--- src/rtl/pc_ctrl_pkg.sv ---
// Shared constants for the PC controller: opcodes, transfer classes, resolve latency range.
// Optional statistics counters are built when PC_CTRL_STATS_EN is defined.
package pc_ctrl_pkg;

  typedef enum logic [1:0] {
    JON_NONE     = 2'b00,
    JON_DIRECT   = 2'b01,
    JON_COND     = 2'b10,
    JON_INDIRECT = 2'b11
  } jon_e;

  localparam logic [5:0] OP_BEQ  = 6'd32;
  localparam logic [5:0] OP_BNE  = 6'd33;
  localparam logic [5:0] OP_BLTU = 6'd34;
  localparam logic [5:0] OP_BLEU = 6'd35;
  localparam logic [5:0] OP_BLT  = 6'd36;
  localparam logic [5:0] OP_BLE  = 6'd37;
  localparam logic [5:0] OP_JR   = 6'd42;

  localparam int RESOLVE_LAT_MIN = 1;
  localparam int RESOLVE_LAT_MAX = 7;
  localparam int CNT_W           = 3;

  // Out-of-range latencies are pulled into the legal window so the counter never overflows.
  function automatic int clamp_lat(input int lat);
    if (lat < RESOLVE_LAT_MIN) return RESOLVE_LAT_MIN;
    if (lat > RESOLVE_LAT_MAX) return RESOLVE_LAT_MAX;
    return lat;
  endfunction

endpackage

--- src/rtl/pc_ctrl_cmp.sv ---
// Combinational branch-condition evaluator; taken is 0 for any non-conditional opcode.
module pc_cmp
  import pc_ctrl_pkg::*;
#(
  parameter int AW = 32
) (
  input  logic [5:0]    op,
  input  logic [AW-1:0] os,
  input  logic [AW-1:0] ot,
  output logic          taken
);

  always_comb begin
    taken = 1'b0;
    case (op)
      OP_BEQ:  taken = (os == ot);
      OP_BNE:  taken = (os != ot);
      OP_BLTU: taken = (os < ot);
      OP_BLEU: taken = (os <= ot);
      OP_BLT:  taken = ($signed(os) < $signed(ot));
      OP_BLE:  taken = ($signed(os) <= $signed(ot));
      default: taken = 1'b0;
    endcase
  end

endmodule

--- src/rtl/pc_ctrl.sv ---
// Fetch PC controller: direct jumps, delayed resolution of conditional/indirect transfers.
// Define PC_CTRL_STATS_EN to add saturating n_resolved / n_taken counters.
module pc_ctrl
  import pc_ctrl_pkg::*;
#(
  parameter int AW          = 32,
  parameter int RESOLVE_LAT = 2,
  parameter int STAT_W      = 16
) (
  input  logic              clk,
  input  logic              rstd,
  input  logic              stall,
  input  logic              flush,
  input  logic [1:0]        jon_d,
  input  logic [25:0]       addr_d,
  input  logic [5:0]        op,
  input  logic [AW-1:0]     os,
  input  logic [AW-1:0]     ot,
  input  logic [AW-1:0]     imm_dpl,
  input  logic [AW-1:0]     pc_in,
  output logic [AW-1:0]     pc_out,
  output logic              pending,
  output logic              redirect
`ifdef PC_CTRL_STATS_EN
  ,
  output logic [STAT_W-1:0] n_resolved,
  output logic [STAT_W-1:0] n_taken
`endif
);

  localparam logic [CNT_W-1:0] LAT_LOAD = CNT_W'(clamp_lat(RESOLVE_LAT));

  logic [CNT_W-1:0] cnt_q, cnt_d;
  logic [AW-1:0]    pc_d, nonbranch, branch, target, jump_pc;
  logic             cond_taken, direct, resolve, redirect_d;
  logic             unused_addr_lsb;

  assign unused_addr_lsb = ^addr_d[1:0];
  assign pending         = (cnt_q != '0);

  pc_cmp #(.AW(AW)) u_cmp (
    .op    (op),
    .os    (os),
    .ot    (ot),
    .taken (cond_taken)
  );

  // A direct jump always wins; a resolution only redirects when it leaves the fall-through path.
  always_comb begin
    nonbranch  = pc_in + AW'(1);
    branch     = nonbranch + AW'($signed(imm_dpl) >>> 2);
    target     = nonbranch;
    if (op == OP_JR)
      target = os;
    else if (cond_taken)
      target = branch;

    direct     = (jon_d == JON_DIRECT);
    resolve    = (cnt_q == CNT_W'(1)) && !flush;
    jump_pc    = AW'(addr_d[25:2]);

    pc_d = pc_out + AW'(1);
    if (direct)
      pc_d = jump_pc;
    else if (resolve)
      pc_d = target;

    redirect_d = resolve && !direct && (target != nonbranch);

    cnt_d = cnt_q;
    if (jon_d[1])
      cnt_d = LAT_LOAD;
    else if (flush)
      cnt_d = '0;
    else if (cnt_q != '0)
      cnt_d = cnt_q - CNT_W'(1);
  end

  always_ff @(posedge clk or negedge rstd) begin
    if (!rstd) begin
      pc_out   <= '0;
      cnt_q    <= '0;
      redirect <= 1'b0;
    end else if (stall) begin
      redirect <= 1'b0;
    end else begin
      pc_out   <= pc_d;
      cnt_q    <= cnt_d;
      redirect <= redirect_d;
    end
  end

`ifdef PC_CTRL_STATS_EN
  always_ff @(posedge clk or negedge rstd) begin
    if (!rstd) begin
      n_resolved <= '0;
      n_taken    <= '0;
    end else if (!stall) begin
      if (resolve && (n_resolved != '1))
        n_resolved <= n_resolved + STAT_W'(1);
      if (redirect_d && (n_taken != '1))
        n_taken <= n_taken + STAT_W'(1);
    end
  end
`else
  localparam int unused_stat_w = STAT_W;
`endif

endmodule

--- config.mk ---
export PLATFORM = sky130hd
export DESIGN_NAME = pc_ctrl
export DESIGN_NICKNAME = d
export VERILOG_FILES = /design/src/rtl/pc_ctrl_pkg.sv /design/src/rtl/pc_ctrl_cmp.sv /design/src/rtl/pc_ctrl.sv
export SDC_FILE = /design/constraint.sdc
export NUM_CORES = 1
export LEC_CHECK = 0
export CAP_MARGIN = 25
export CORE_MARGIN = 2
export CORE_UTILIZATION = 35
export CTS_CLUSTER_DIAMETER = 120
export DETAILED_ROUTE_END_ITERATION = 6
export DONT_BUFFER_PORTS = 1
export RECOVER_POWER = 25
export SETUP_SLACK_MARGIN = 0.5
export SLEW_MARGIN = 20
export SYNTH_ARGS = -nofsm -noshare
export SYNTH_HDL_FRONTEND = slang
export SYNTH_HIERARCHICAL = 1
export SYNTH_SLANG_ARGS = --single-unit
export TNS_END_PERCENT = 10
--- constraint.sdc ---
create_clock -name clk -period 2.5 [get_ports clk]
set_input_delay 0.5 -clock clk [delete_from_list [all_inputs] [get_ports clk]]
set_output_delay 0.5 -clock clk [all_outputs]
set_load 0.02 [all_outputs]
==> flow_summary.yaml <==
global_routing:
  grtUsageMet2_pct: 42.55
  globalRouteMet3Util_pct: 5.782
  grt-busiest-layer: "met2"
  grt_max_degree: 70
  use_met1_pct: 36.00
  grt-ovfl-total: 0
  grt_pass1_wl_mm: 51.50
  antenna_found_initial: 1
  grt_pass1_vias: 9202
  track_usage_pct: 26.87
finish:
  fin_area_sq_um: 12230
  final_cell_mix: "buf_4 (304), nand2_1 (118), nor2_1 (84), a21oi_1 (81), inv_1 (67)"
  drive_gt1_share_pct: 36.06
  areaGrowthSynthToFinish_pct: 48.41
  layoutNonFillerInstCount: 1740
  fin_nets: 1661
  final_util_pct: 52.57
  layout_commonest_cell: "buf_4"
sta:
  finalCriticalPeriod_ns: 3.971
  fin_skew_ns: 0.005636
  max-slew-margin-rel_pct: -40.72
  fin_ws_ns: -1.471
  setup_viol: 33
  finalHoldViolations: 0
  worst_pin_slew_ns: 2.111
  fin_crit_sh_pct: 158.8
  whs_ns: 0.3164
  drv_slew: 37
  fmax_mhz: 251.9
  grt_setup_unrepaired: "true"
synth:
  yosysUniqueCellTypes: 85
  ys_seq_area_share_pct: 10.93
  yosys_warnings: 6
  syn_avg_cell_area_sq_um: 7.152
  synth_adder_area_share_pct: 11.48
  yosys.area_share.xor_xnor_pct: 16.13
  synth_cells: 1152
  synth_top_family_by_area: "compound AO/OA/AOI/OAI gates"
  synth-simple-area-share_pct: 26.14
  synth_compound_area_share_pct: 28.28
  synth_top_area_share_pct: 11.24
  synth.area.top_cells: "ha_1 (11%), dfrtp_1 (11%), xnor2_1 (8.3%)"
  synthesis.area_sq_um: 8239
  ys.flop_type: "dfrtp_1"
  yosys.area.top_type: "ha_1"
  ys_ff_latch: 36
  synth_edf_count: 0
  syn_nets: 1393
  synth_mux_area_share_pct: 0.6074
  ys_async_sr_fraction_pct: 100.0
die:
  die_w_um: 157.4
  ios: 200
  dieHeight_um: 157.4
  fp.coreArea_sq_um: 23260
  initial_core_util_pct: 35.42
  num_rows: 56
  dieArea_sq_um: 24780
drt:
  drtIter0Drc: 666
  viasPerCell: 5.543
  finalWirelength_mm: 34.51
  wl_per_cell_um: 19.83
  route.detailed.drc: 0
  drtAntennaViolNets: 0
  vias: 9644
  drtPass1Iterations: 5
clock_tree:
  cts_tree: "done"
  clk_pin_slew_ns: 0.06
  cts_made_buffers: 5
  cts_htree_levels: 2
  clk_latency_ns: 0.28
  cts_root_buffer: "clkbuf_16"
  cts.sinks: 36
  ctsLongestPathBuffers: 2
worst_setup_path:
  crit_type: "input pin to flip-flop"
  crit_chain: "nand3_4 > or4_4 > buf_6 > or3_4 > xor2_4 > inv_2 > ha_1 > a21oi_2 > o21ai_2 > or2_4 > o311a_1 > a311oi_2 > xor2_1 > o2111ai_2 > a2111oi_2 > a21oi_1"
  slowest_delay_ns: 0.58
  cp_slowest_cell: "or4_4"
  required_ns: 2.66
  worstSetupStartpointType: "input pin"
  r2r_start: "pc_out[0]$_DFFE_PN0N_"
  critPathCaptureType: "flip-flop"
  ff2ff_setup_slack_ns: 0.06
  crit_fanout: 5
  cp.arrival_ns: 4.13
  critPathLaunch: "pc_in[12]"
power:
  design_power_total_mw: 4.302
  p_sw_mw: 1.816
  power_density_nw_per_um2: 351.8
  peakVddDrop_mv: 0.2931
  clkPwrFrac_pct: 13.9
  p_sw_share_pct: 42.22
  comb_power_share_pct: 66.7
  p_int_mw: 2.486
  p_seq_share_pct: 19.4
  p_leak_nw: 5.448
place:
  gp_congestion: 0.9842
  hpwl_mm: 28.31
  post_dp_cell_area_sq_um: 10710
  io_buffers: 0
  placed_cells: 1697
worst_hold_path:
  hold_class: "input pin to flip-flop"
  hold_start: "flush"
run_status:
  violations: "capacitance limit, slew limit, setup timing"
  status: "complete, but fails checks"
flow_run:
  maxCapViolCount: 1
[cell usage after synthesis (8+ instances only)]
library cell / number
dfrtp_1: 36
xnor2_1: 78
buf_2: 9
o211ai_1: 24
and3_1: 16
a21oi_1: 96
and4_1: 9
nor4_1: 15
and2_1: 8
buf_1: 8
inv_1: 73
nand2b_1: 9
o21ai_0: 61
a21o_1: 22
nor2_1: 92
ha_1: 74
xor2_1: 38
nand4_1: 30
nor3_1: 27
clkbuf_1: 42
nand3_1: 48
nand2_1: 121
a211oi_1: 44
a211o_1: 9
xnor3_1: 10
nor2b_1: 10
a31oi_1: 13
[cell families after synthesis]
group | Yosys count
adders and majority gates | 75
xor gates and xnor gates | 130
AOI/OAI and AO/OA | 345
and+or+nand+nor | 425
muxes | 5
buffers and inverters | 136
DFF | 36
[power by group through the flow]
| stage | registers, mW | logic (mW) | clock network, mW |
|---|---|---|---|
| 2_1_floorplan | 0.935 | 1.44 | 0 |
| 4_1_cts | 0.835 | 2.72 | 0.611 |
| 3_3_place_gp | 0.841 | 2.48 | 0 |
| 6_report | 0.834 | 2.87 | 0.596 |
| 3_5_place_dp | 0.844 | 2.50 | 0 |
| 5_1_grt | 0.852 | 3.12 | 0.634 |
[cell type report]
class                           count  area (sq um)
Inverter                           74         277.8
Clock buffer                        6         128.9
Sequential cell                    36         900.9
Clock inverter                      1         5.005
Multi-Input combinational cell    980          8016
Timing Repair Buffer              323          2497
Fill cell                        2231         11030
Antenna cell                        1         2.502
Tap cell                          319         399.1
[flip-flops by register name (all words and copies together), names as in the netlist]
signal    cells
redirect      1
cnt_q         3
pc_out       32
[critical path: cells and delay by family]
| family | cells | cell delay [ns] |
|---|---|---|
| AOI/OAI and AO/OA | 7 | 1.40 |
| adders and majority gates | 1 | 0.32 |
| buffers and inverters | 2 | 0.23 |
| and+or+nand+nor | 4 | 1.27 |
| xor gates and xnor gates | 2 | 0.38 |
[metal layers]
metal,share of wire (%),vias up
met4,3.4,0
met1,44,4468
met2,44,357
met5,0,-
li1,-,4760
met3,8.6,59
[path summary, 6_finish.rpt]
| check | to | cells after the start |
|---|---|---|
| min in group asynchronous | pc_out[18]$_DFFE_PN0N_ | 1 |
| setup / recovery | redirect$_DFF_PN0_ | 16 |
| max in group asynchronous | cnt_q[1]$_DFFE_PN0P_ | 1 |
| setup reg to reg | pc_out[24]$_DFFE_PN0N_ | 11 |
| hold reg to reg | cnt_q[1]$_DFFE_PN0P_ | 2 |
| hold / removal | cnt_q[2]$_DFFE_PN0P_ | 1 |
[stage by stage]
step           TNS (ns)  setup WS [ns]
2_1_floorplan    -38.68         -1.825
3_5_place_dp     -47.96         -2.049
6_report         -30.11         -1.471
5_1_grt          -35.50         -1.660
4_1_cts          -30.21         -1.557
3_3_place_gp     -46.84         -2.061
[timing repair]
item                                    4_1_cts  5_1_grt
endpoints found under the hold margin        36        0
hold buffers                                  1        0
endpoints found under the setup margin       33       33
setup buffers                                20       14
pin swaps                                    81       60
gates resized for setup                     131       80
Power figures use the tool's default switching activity.
